--- src/rtl/alu_pkg.sv ---
// Shared definitions for the execute-stage ALU/MDU: funct codes and control states.
package alu_pkg;

    localparam logic [5:0] F_SLL   = 6'b000000;
    localparam logic [5:0] F_SRL   = 6'b000010;
    localparam logic [5:0] F_SRA   = 6'b000011;
    localparam logic [5:0] F_SLLV  = 6'b000100;
    localparam logic [5:0] F_SRLV  = 6'b000110;
    localparam logic [5:0] F_SRAV  = 6'b000111;
    localparam logic [5:0] F_MFHI  = 6'b010000;
    localparam logic [5:0] F_MFLO  = 6'b010010;
    localparam logic [5:0] F_MULT  = 6'b011000;
    localparam logic [5:0] F_MULTU = 6'b011001;
    localparam logic [5:0] F_DIV   = 6'b011010;
    localparam logic [5:0] F_DIVU  = 6'b011011;
    localparam logic [5:0] F_ADD   = 6'b100000;
    localparam logic [5:0] F_SUB   = 6'b100010;
    localparam logic [5:0] F_AND   = 6'b100100;
    localparam logic [5:0] F_OR    = 6'b100101;
    localparam logic [5:0] F_XOR   = 6'b100110;
    localparam logic [5:0] F_NOR   = 6'b100111;
    localparam logic [5:0] F_SLT   = 6'b101010;
    localparam logic [5:0] F_SLTU  = 6'b101011;

    typedef enum logic [1:0] {
        IDLE = 2'd0,
        BUSY = 2'd1,
        DONE = 2'd2
    } state_t;

    function automatic logic is_mdu(input logic [5:0] f);
        return (f == F_MULT) || (f == F_MULTU) || (f == F_DIV) || (f == F_DIVU);
    endfunction

endpackage

--- src/rtl/alu_mdu_iter.sv ---
// Iterative multiply/divide: shift-add multiply and restoring divide on operand
// magnitudes, one bit per cycle, with sign fix-up folded into the last step.
module alu_mdu_iter #(
    parameter int WIDTH = 32
) (
    input  logic             clk,
    input  logic             rst,
    input  logic             start_i,
    input  logic             is_div_i,
    input  logic             is_signed_i,
    input  logic [WIDTH-1:0] a_i,
    input  logic [WIDTH-1:0] b_i,
    output logic             done_o,
    output logic [WIDTH-1:0] hi_o,
    output logic [WIDTH-1:0] lo_o
);

    localparam int CW = $clog2(WIDTH);
    localparam logic [CW-1:0] LAST = CW'(WIDTH - 1);

    logic             run_q, div_q, negp_q, negr_q;
    logic [WIDTH-1:0] ma_q, mb_q, hi_q, lo_q;
    logic [WIDTH-1:0] hi_d, lo_d, ma_d, mb_d;
    logic [CW-1:0]    cnt_q;
    logic [WIDTH:0]   msum, rsh, rdiff;
    logic [2*WIDTH-1:0] prod, prod_fix;
    logic             sa, sb;

    assign sa   = is_signed_i & a_i[WIDTH-1];
    assign sb   = is_signed_i & b_i[WIDTH-1];
    assign ma_d = sa ? -a_i : a_i;
    assign mb_d = sb ? -b_i : b_i;

    // Multiply keeps the multiplier in lo and accumulates into hi;
    // divide shifts the dividend out of lo while quotient bits shift in.
    always_comb begin
        msum  = {1'b0, hi_q} + {1'b0, ma_q & {WIDTH{lo_q[0]}}};
        rsh   = {hi_q, lo_q[WIDTH-1]};
        rdiff = rsh - {1'b0, mb_q};
        if (div_q) begin
            if (!rdiff[WIDTH]) begin
                hi_d = rdiff[WIDTH-1:0];
                lo_d = {lo_q[WIDTH-2:0], 1'b1};
            end else begin
                hi_d = rsh[WIDTH-1:0];
                lo_d = {lo_q[WIDTH-2:0], 1'b0};
            end
        end else begin
            {hi_d, lo_d} = {msum, lo_q[WIDTH-1:1]};
        end
    end

    always_comb begin
        prod     = {hi_d, lo_d};
        prod_fix = negp_q ? -prod : prod;
        if (div_q) begin
            lo_o = (mb_q == '0) ? '1 : (negp_q ? -lo_d : lo_d);
            hi_o = negr_q ? -hi_d : hi_d;
        end else begin
            {hi_o, lo_o} = prod_fix;
        end
    end

    assign done_o = run_q && (cnt_q == LAST);

    always_ff @(posedge clk or posedge rst) begin
        if (rst) begin
            run_q  <= 1'b0;
            div_q  <= 1'b0;
            negp_q <= 1'b0;
            negr_q <= 1'b0;
            ma_q   <= '0;
            mb_q   <= '0;
            hi_q   <= '0;
            lo_q   <= '0;
            cnt_q  <= '0;
        end else if (start_i) begin
            run_q  <= 1'b1;
            div_q  <= is_div_i;
            negp_q <= sa ^ sb;
            negr_q <= sa;
            ma_q   <= ma_d;
            mb_q   <= mb_d;
            hi_q   <= '0;
            lo_q   <= is_div_i ? ma_d : mb_d;
            cnt_q  <= '0;
        end else if (run_q) begin
            hi_q <= hi_d;
            lo_q <= lo_d;
            if (cnt_q == LAST) begin
                run_q <= 1'b0;
                cnt_q <= '0;
            end else begin
                cnt_q <= cnt_q + CW'(1);
            end
        end
    end

endmodule

--- src/rtl/alu_mdu.sv ---
// Execute-stage ALU with handshaked issue/result and iterative mult/div into HI/LO.
module alu_mdu
    import alu_pkg::*;
#(
    parameter  int WIDTH   = 32,
    localparam int SHAMT_W = $clog2(WIDTH)
) (
    input  logic               clk,
    input  logic               rst,
    input  logic               in_valid,
    output logic               in_ready,
    input  logic [5:0]         funct,
    input  logic [SHAMT_W-1:0] shamt,
    input  logic [WIDTH-1:0]   rs,
    input  logic [WIDTH-1:0]   rt,
    output logic               out_valid,
    input  logic               out_ready,
    output logic [WIDTH-1:0]   rd,
    output logic               zflag
);

    state_t           state_q, state_d;
    logic [WIDTH-1:0] rd_q, rd_d, hi_q, hi_d, lo_q, lo_d, alu_res;
    logic [WIDTH-1:0] it_hi, it_lo;
    logic             zf_q, zf_d, it_done, it_start;

    assign in_ready  = (state_q == IDLE);
    assign out_valid = (state_q == DONE);
    assign rd        = rd_q;
    assign zflag     = zf_q;
    assign it_start  = in_valid && in_ready && is_mdu(funct);

    alu_mdu_iter #(.WIDTH(WIDTH)) u_iter (
        .clk         (clk),
        .rst         (rst),
        .start_i     (it_start),
        .is_div_i    (funct[1]),
        .is_signed_i (~funct[0]),
        .a_i         (rs),
        .b_i         (rt),
        .done_o      (it_done),
        .hi_o        (it_hi),
        .lo_o        (it_lo)
    );

    always_comb begin
        alu_res = '0;
        case (funct)
            F_ADD:  alu_res = rs + rt;
            F_SUB:  alu_res = rs - rt;
            F_AND:  alu_res = rs & rt;
            F_OR:   alu_res = rs | rt;
            F_XOR:  alu_res = rs ^ rt;
            F_NOR:  alu_res = ~(rs | rt);
            F_SLL:  alu_res = rs << shamt;
            F_SRL:  alu_res = rs >> shamt;
            F_SRA:  alu_res = $unsigned($signed(rs) >>> shamt);
            F_SLLV: alu_res = rt << rs[SHAMT_W-1:0];
            F_SRLV: alu_res = rt >> rs[SHAMT_W-1:0];
            F_SRAV: alu_res = $unsigned($signed(rt) >>> rs[SHAMT_W-1:0]);
            F_SLT:  alu_res = {{(WIDTH-1){1'b0}}, $signed(rs) < $signed(rt)};
            F_SLTU: alu_res = {{(WIDTH-1){1'b0}}, rs < rt};
            F_MFHI: alu_res = hi_q;
            F_MFLO: alu_res = lo_q;
            default: alu_res = '0;
        endcase
    end

    always_comb begin
        state_d = state_q;
        rd_d    = rd_q;
        zf_d    = zf_q;
        hi_d    = hi_q;
        lo_d    = lo_q;
        case (state_q)
            IDLE: if (in_valid) begin
                if (is_mdu(funct)) begin
                    state_d = BUSY;
                end else begin
                    state_d = DONE;
                    rd_d    = alu_res;
                    zf_d    = (alu_res == '0);
                end
            end
            BUSY: if (it_done) begin
                state_d = DONE;
                hi_d    = it_hi;
                lo_d    = it_lo;
                rd_d    = it_lo;
                zf_d    = (it_lo == '0);
            end
            DONE: if (out_ready) state_d = IDLE;
            default: state_d = IDLE;
        endcase
    end

    always_ff @(posedge clk or posedge rst) begin
        if (rst) begin
            state_q <= IDLE;
            rd_q    <= '0;
            zf_q    <= 1'b0;
            hi_q    <= '0;
            lo_q    <= '0;
        end else begin
            state_q <= state_d;
            rd_q    <= rd_d;
            zf_q    <= zf_d;
            hi_q    <= hi_d;
            lo_q    <= lo_d;
        end
    end

endmodule

--- config.mk ---
export PLATFORM = sky130hd
export DESIGN_NAME = alu_mdu
export DESIGN_NICKNAME = d
export VERILOG_FILES = /design/src/rtl/alu_pkg.sv /design/src/rtl/alu_mdu_iter.sv /design/src/rtl/alu_mdu.sv
export SDC_FILE = /design/constraint.sdc
export NUM_CORES = 2
export LEC_CHECK = 0
export ABC_AREA = 0
export ABC_CLOCK_PERIOD_IN_PS = 8800
export CAP_MARGIN = 0
export CORE_MARGIN = 3
export CORE_UTILIZATION = 25
export DETAILED_ROUTE_END_ITERATION = 7
export GPL_TIMING_DRIVEN = 0
export PLACE_DENSITY = 0.41
export SYNTH_ARGS = -nofsm -noshare
export SYNTH_HDL_FRONTEND = slang
export SYNTH_SLANG_ARGS = --single-unit
--- constraint.sdc ---
create_clock -name clk -period 8.8 [get_ports clk]
set_input_delay 2.64 -clock clk [delete_from_list [all_inputs] [get_ports clk]]
set_output_delay 2.64 -clock clk [all_outputs]
set_load 0.03 [all_outputs]
Yosys cells after proc, flatten, opt, wreduce, memory -nomap -nowiden
Cells that the tools add are included.

storage, ports and cells
  flip-flop bits (word level) = 236
  bits in latches = 0
  RAM bits = 0
  bits in read-only memories = 0
  bits of input ports = 79
  output and inout bits = 35
  word-level logic and storage cells = 120
  memories = 0

cells by class
  $add $sub $neg = 10
  multiply operators = 0
  div/mod/pow operators = 0
  magnitude comparators = 2
  eq/ne operators = 26
  shifts and indexed selects = 6
  mux-type cells = 37
  bitwise gates (word level) = 9
  reductions and logical operators = 16

operator list
  cell                  number
  $mux W32              18
  $pmux W32 S16         1
  $neg A32 Y32          4
  $logic_not A32 Y1     3
  $and A32 B32 Y32      2
  $lt A32 B32 Y1        2
  $mux W64              1
  $neg A64 Y64          1
  $pmux W32 S2          1
  $shl A32 B5 Y32       2
  $shr A32 B5 Y32       2
  $sshr A32 B5 Y32      2
  $eq A6 B6 Y1 const B  8
  $eq A6 B5 Y1 const B  6
  $add A32 B32 Y33      1
  $sub A33 B32 Y33      1
  $add A32 B32 Y32      1
  $not A32 Y32          1
  $or A32 B32 Y32       1
  $sub A32 B32 Y32      1
  $xor A32 B32 Y32      1
  $eq A6 B3 Y1 const B  3
  $mux W5               3
  $eq A6 B2 Y1 const B  2
  21 further kinds      38

Logic depth before layout (Yosys ltp)
  word-level depth = 10
  mapped depth = 28
  depth with buffers taken out = 27

By module
Synthesis repeated with hierarchy kept, for this count alone.

unflattened totals
  cell total of the unflattened synthesis = 4555
  area, all modules = 34081.4 um^2

modules (own cells, without submodules)
  module        times used  cells each  area each (um^2)
  alu_mdu       1           2574        19557.5
  alu_mdu_iter  1           1981        14523.9

Worst setup path after synthesis
Ideal clock, no wire load.

  path type = input port to flip-flop
  from = in rs[2]
  to = reg zf_q, in the netlist zflag
  setup time = 0.066 ns
  data arrival time = 7.537 ns
  data required time = 8.734 ns
  slack = 1.196 ns
  cell stages on the path = 20
  cells stage by stage = clkbuf_1 > inv_1 > clkbuf_1 > clkbuf_1 > buf_1 > buf_1 > ha_1 > inv_1 > o21bai_1 > a21oi_1 > o31a_1 > o41ai_1 > a31oi_1 > a211oi_1 > a21o_1 > o31ai_1 > or4_1 > or4_1 > nor4_1 > a221o_1

on the way
  longest elaborated chain between the ends = 7
  elaborated cells between the ends (all ways) = 19
  classes of those cells = add/sub: 2; order compare: 2; shift: 6; mux: 4; bitwise: 4; reduce/logical: 1

RTL lines
  what                                                                      RTL line        text
  from (decl)                                                               alu_mdu.sv:14   input logic [WIDTH-1:0] rs,
  parallel branches: the longest is 2 deep, another holds $sub A32 B32 Y32  n/a
  $pmux W32 S16 *                                                           alu_mdu.sv:48   case (funct)
  $logic_not A32 Y1 *                                                       alu_mdu.sv:82   zf_d = (alu_res == '0);
  $mux W1 *                                                                 alu_mdu.sv:77   if (is_mdu(funct)) begin
  $mux W1 *                                                                 alu_mdu.sv:76   IDLE: if (in_valid) begin
  $pmux W1 S2 *                                                             alu_mdu.sv:75   case (state_q)
  to (signal assigned)                                                      alu_mdu.sv:107  zf_q <= zf_d;
  to (decl)                                                                 alu_mdu.sv:25   logic zf_q, zf_d, it_done, it_start;

Mark *: on every way between the ends. The select of a mux whose other input is x is not followed.
A chain may end at the register's enable or synchronous reset.

Worst setup path in the final report
  from = in funct[2]
  to = reg zf_q, in the netlist zflag

on the way
  longest elaborated chain between the ends = 6
  elaborated cells between the ends (all ways) = 30
  classes of those cells = eq/ne: 20; mux: 4; reduce/logical: 6

RTL lines
  what                                                            RTL line                      text
  from (decl)                                                     alu_mdu.sv:12                 input logic [5:0] funct,
  $eq A6 B5 Y1, or another cell as far along                      alu_mdu.sv:48
  $pmux W32 S16 / $logic_or A1 B1 Y1 (equally long branches)      alu_mdu.sv:48, alu_pkg.sv:32
  $logic_not A32 Y1 / $logic_or A1 B1 Y1 (equally long branches)  alu_mdu.sv:82, alu_pkg.sv:32
  $mux W1 / $logic_or A1 B1 Y1 (equally long branches)            alu_mdu.sv:77, alu_pkg.sv:32
  $mux W1 / $ne A2 B2 Y1 (equally long branches)                  n/a
  $pmux W1 S2 / $reduce_and A4 Y1 (equally long branches)         n/a

Several ways; a longest one is shown, not always the timed one. The select of a mux whose other input is x is not followed.

==> metrics <==
# hold bufs at CTS=0; DR WL/cell=37.3 µm; CP max FO=10; Tot GR Track Use=0.335; CTS tree=done; Vias/cell=6.23; H-tree depth=1; Worst EP arrival=9.51 ns; Critical Path Max Stage Delay=0.81 ns; Worst Path Required=9.32 ns; fin crit period=8.99 ns; Clk Tree Root Cell=clkbuf_16; period utilization=1.02; MaxCap Viol Count=0; Yosys top cell area share=0.183; PnR worst setup slack=-0.188 ns; Peak Freq=111 MHz; RD Place Congestion=1.05; Reg2Reg Capture Point=zflag$_DFFE_PP0P_; routed wire length=233 mm; stages on the worst setup path=16; Critical Path End=zflag$_DFFE_PP0P_; Syn Area/Cell=7.45 µm²; Post-synth ARST share=1.00; worst slew pin tran=1.45 ns; Rows=131; Layout fillers=14135; R2R depth=28; # nets final=4732; leakage=14.5 nW; RSZ-0062 raised after global routing=no; EDFF count, synth=0; failing checks=DRC, setup timing; fin. max-slew vios=0; initial drt markers=5775; clock slew at reported path FFs=0.06 ns; first-pass GRT wire length=312 mm; CTS Sinks=236; IO Port Bufs=107; Final Hold Viols=0; largest net degree at the start of global routing=40; Worst Setup End Kind=flip-flop; Die Span X=366 µm; setup violators final=1; Max IR drop VDD=184 µV; most numerous cell in the Yosys netlist=nand2_1; Synth Instances=4336; clk_lat worst skew=0.60 ns; grt total ovfl=0; Seq/Total Area, Yosys=0.183; crit path kind=in2reg; power density over cell area=288 nW/µm²; hold crit path type=reg2reg; Setup crit start=funct[2]; worst path bufs/invs=2; dpl hpwl=192 mm; CTS Buf Count=28; Cell variety after synth=101; CP max stage cell=a2111oi_1; status=finished, violations left; Final ANT Viol Nets=0; I/O Pins=114; Hold Slack=0.479 ns; Synth Net Count=4585; clock skew=0.0272 ns; CP Launch Type=primary input; DIE AREA=134000 µm²; RR Startpoint=u_iter.lo_q[31]$_DFFE_PP0P_; Pre-antenna DRT Iters=8; Synth Flop Type=dfrtp_1; Die Height=366 µm; worst rel slew slack=0.0257; Post-Route Utilization=0.288; Post-route DRC=1; number of global-route vias before repair=35625; CP top delay family=simple AND/OR/NAND/NOR gates; layout cells sized above 1=0.0793; vias post-DR=38934; area grow syn2layout=13.9%; initial antenna violation count=19; Synth Register Bits=236; R2R Setup Slk=0.49 ns; Post-Syn Area=32300 µm²; initial core utilization=0.252; Core ar.=128000 µm²; area leader, netlist=dfrtp_1; leading post-synthesis cells by cell area=dfrtp_1 (18%), ha_1 (6.4%), mux4_2 (6.3%), mux2i_1 (6.3%), nand2_1 (6.2%); Synth Warn #=0; Synth top cells by count=nand2_1 (535), nor2_1 (443), o21ai_0 (398), a21oi_1 (287); critical path cell sequence=clkdlybuf4s50_1 > clkbuf_1 > nor4_1 > nand3_1 > nor2_1 > nor2_2 > a211oi_1 > a2111oi_1 > o2111ai_1 > or4b_1 > nor2_1 > nor4bb_1 > nand4_1 > or4_1 > nor4_1 > a221o_1; Clock Path Buffers=3
## layer usage
| layer | wire length, µm | vias to the layer above | global-route usage |
|---|---|---|---|
| met5 | 68 | - | 0 |
| met4 | 11600 | 10 | 0.133 |
| met3 | 24100 | 458 | 0.0829 |
| met2 | 95800 | 2449 | 0.486 |
| met1 | 101000 | 19723 | 0.472 |
| li1 | - | 16294 | - |
## where the power goes
part | total [mW] | switching [mW] | internal [mW]
clock network | 1.17 | 0.535 | 0.640
logic | 7.68 | 5.33 | 2.34
registers | 1.75 | 0.354 | 1.39
total | 10.6 | 6.22 | 4.38
## area by class of cell
cell class | count | area [µm²] | area share
multi-input combinational | 3581 | 24400 | 0.663
buffer | 349 | 1510 | 0.0410
clock buffer | 38 | 800 | 0.0217
clock inverter | 13 | 95.1 | 0.00258
tap | 1729 | 2160 | 0.0588
antenna | 17 | 42.5 | 0.00116
inverter | 165 | 631 | 0.0171
sequential | 236 | 5910 | 0.160
timing repair buffer | 122 | 1270 | 0.0345
## what timing repair did
item / CTS / global route
setup buffers: 1 / 4
resized for setup: 24 / 12
setup endpoints to repair: 23 / 2
pin swaps: 2 / 1
## stage by stage
stage	instances	power, mW	area, µm²	TNS [ns]	setup slack (ns)
CTS	6230	10.3	36700	0	0.00132
global placement	6172	9.11	35600	-40.97	-3.25
global route	6233	11.0	36800	0	0.0149
detailed placement	6182	9.09	35700	-33.92	-2.16
floorplan	4336	6.14	32300	0	1.20
finish	6250	10.6	36800	-0.188	-0.188
## worst register-to-register path, delay by kind of cell, from the launching register on
kind	cells	cell delay (ns)
AND/OR/NAND/NOR	12	4.22
XOR/XNOR	2	0.34
buffers and inverters	4	0.54
AO/OA/AOI/OAI	7	1.81
flip-flops	1	0.49
adder cells (fa/ha/maj)	3	0.86
## worst min path at each step
stage,startpoint,end,slack (ns),cells after the start
3_3_place_gp,u_iter.ma_q[13]$_DFFE_PP0P_,u_iter.ma_q[13]$_DFFE_PP0P_,0.46,2
3_5_place_dp,u_iter.ma_q[12]$_DFFE_PP0P_,u_iter.ma_q[12]$_DFFE_PP0P_,0.47,2
2_1_floorplan,lo_q[1]$_DFFE_PP0P_,lo_q[1]$_DFFE_PP0P_,0.44,2
4_1_cts,u_iter.ma_q[12]$_DFFE_PP0P_,u_iter.ma_q[12]$_DFFE_PP0P_,0.48,2
6_report,u_iter.ma_q[20]$_DFFE_PP0P_,u_iter.ma_q[20]$_DFFE_PP0P_,0.48,2
5_1_grt,u_iter.ma_q[13]$_DFFE_PP0P_,u_iter.ma_q[13]$_DFFE_PP0P_,0.51,2
## cell usage in the layout (no fill, tap or decap), types with 91 or more instances in the layout
| master | instances |
|---|---|
| mux4_2 | 91 |
| clkdlybuf4s50_1 | 105 |
| inv_1 | 159 |
| nand2_1 | 535 |
| dfrtp_1 | 236 |
| clkbuf_1 | 234 |
| o211ai_1 | 92 |
| nor2_1 | 441 |
| xnor2_1 | 124 |
| mux2i_1 | 202 |
| nor3_1 | 94 |
| o21ai_0 | 395 |
| ha_1 | 165 |
| a21oi_1 | 287 |
## cell families after synthesis
family,count (synthesis),synth area share
AND/OR/NAND/NOR,1493,0.212
multiplexers,345,0.144
adder cells (fa/ha/maj),170,0.0667
XOR/XNOR,176,0.0483
AO/OA/AOI/OAI,1397,0.280
flip-flops,236,0.183
buffers and inverters,519,0.0658
## flip-flops by register name, indices dropped and copies added (netlist names), 2 cells and up
signal	flops
u_iter.cnt_q	5
state_q	2
u_iter.mb_q	32
lo_q	32
hi_q	32
u_iter.hi_q	32
rd	32
u_iter.ma_q	32
u_iter.lo_q	32
Power figures use the tool's default switching activity.
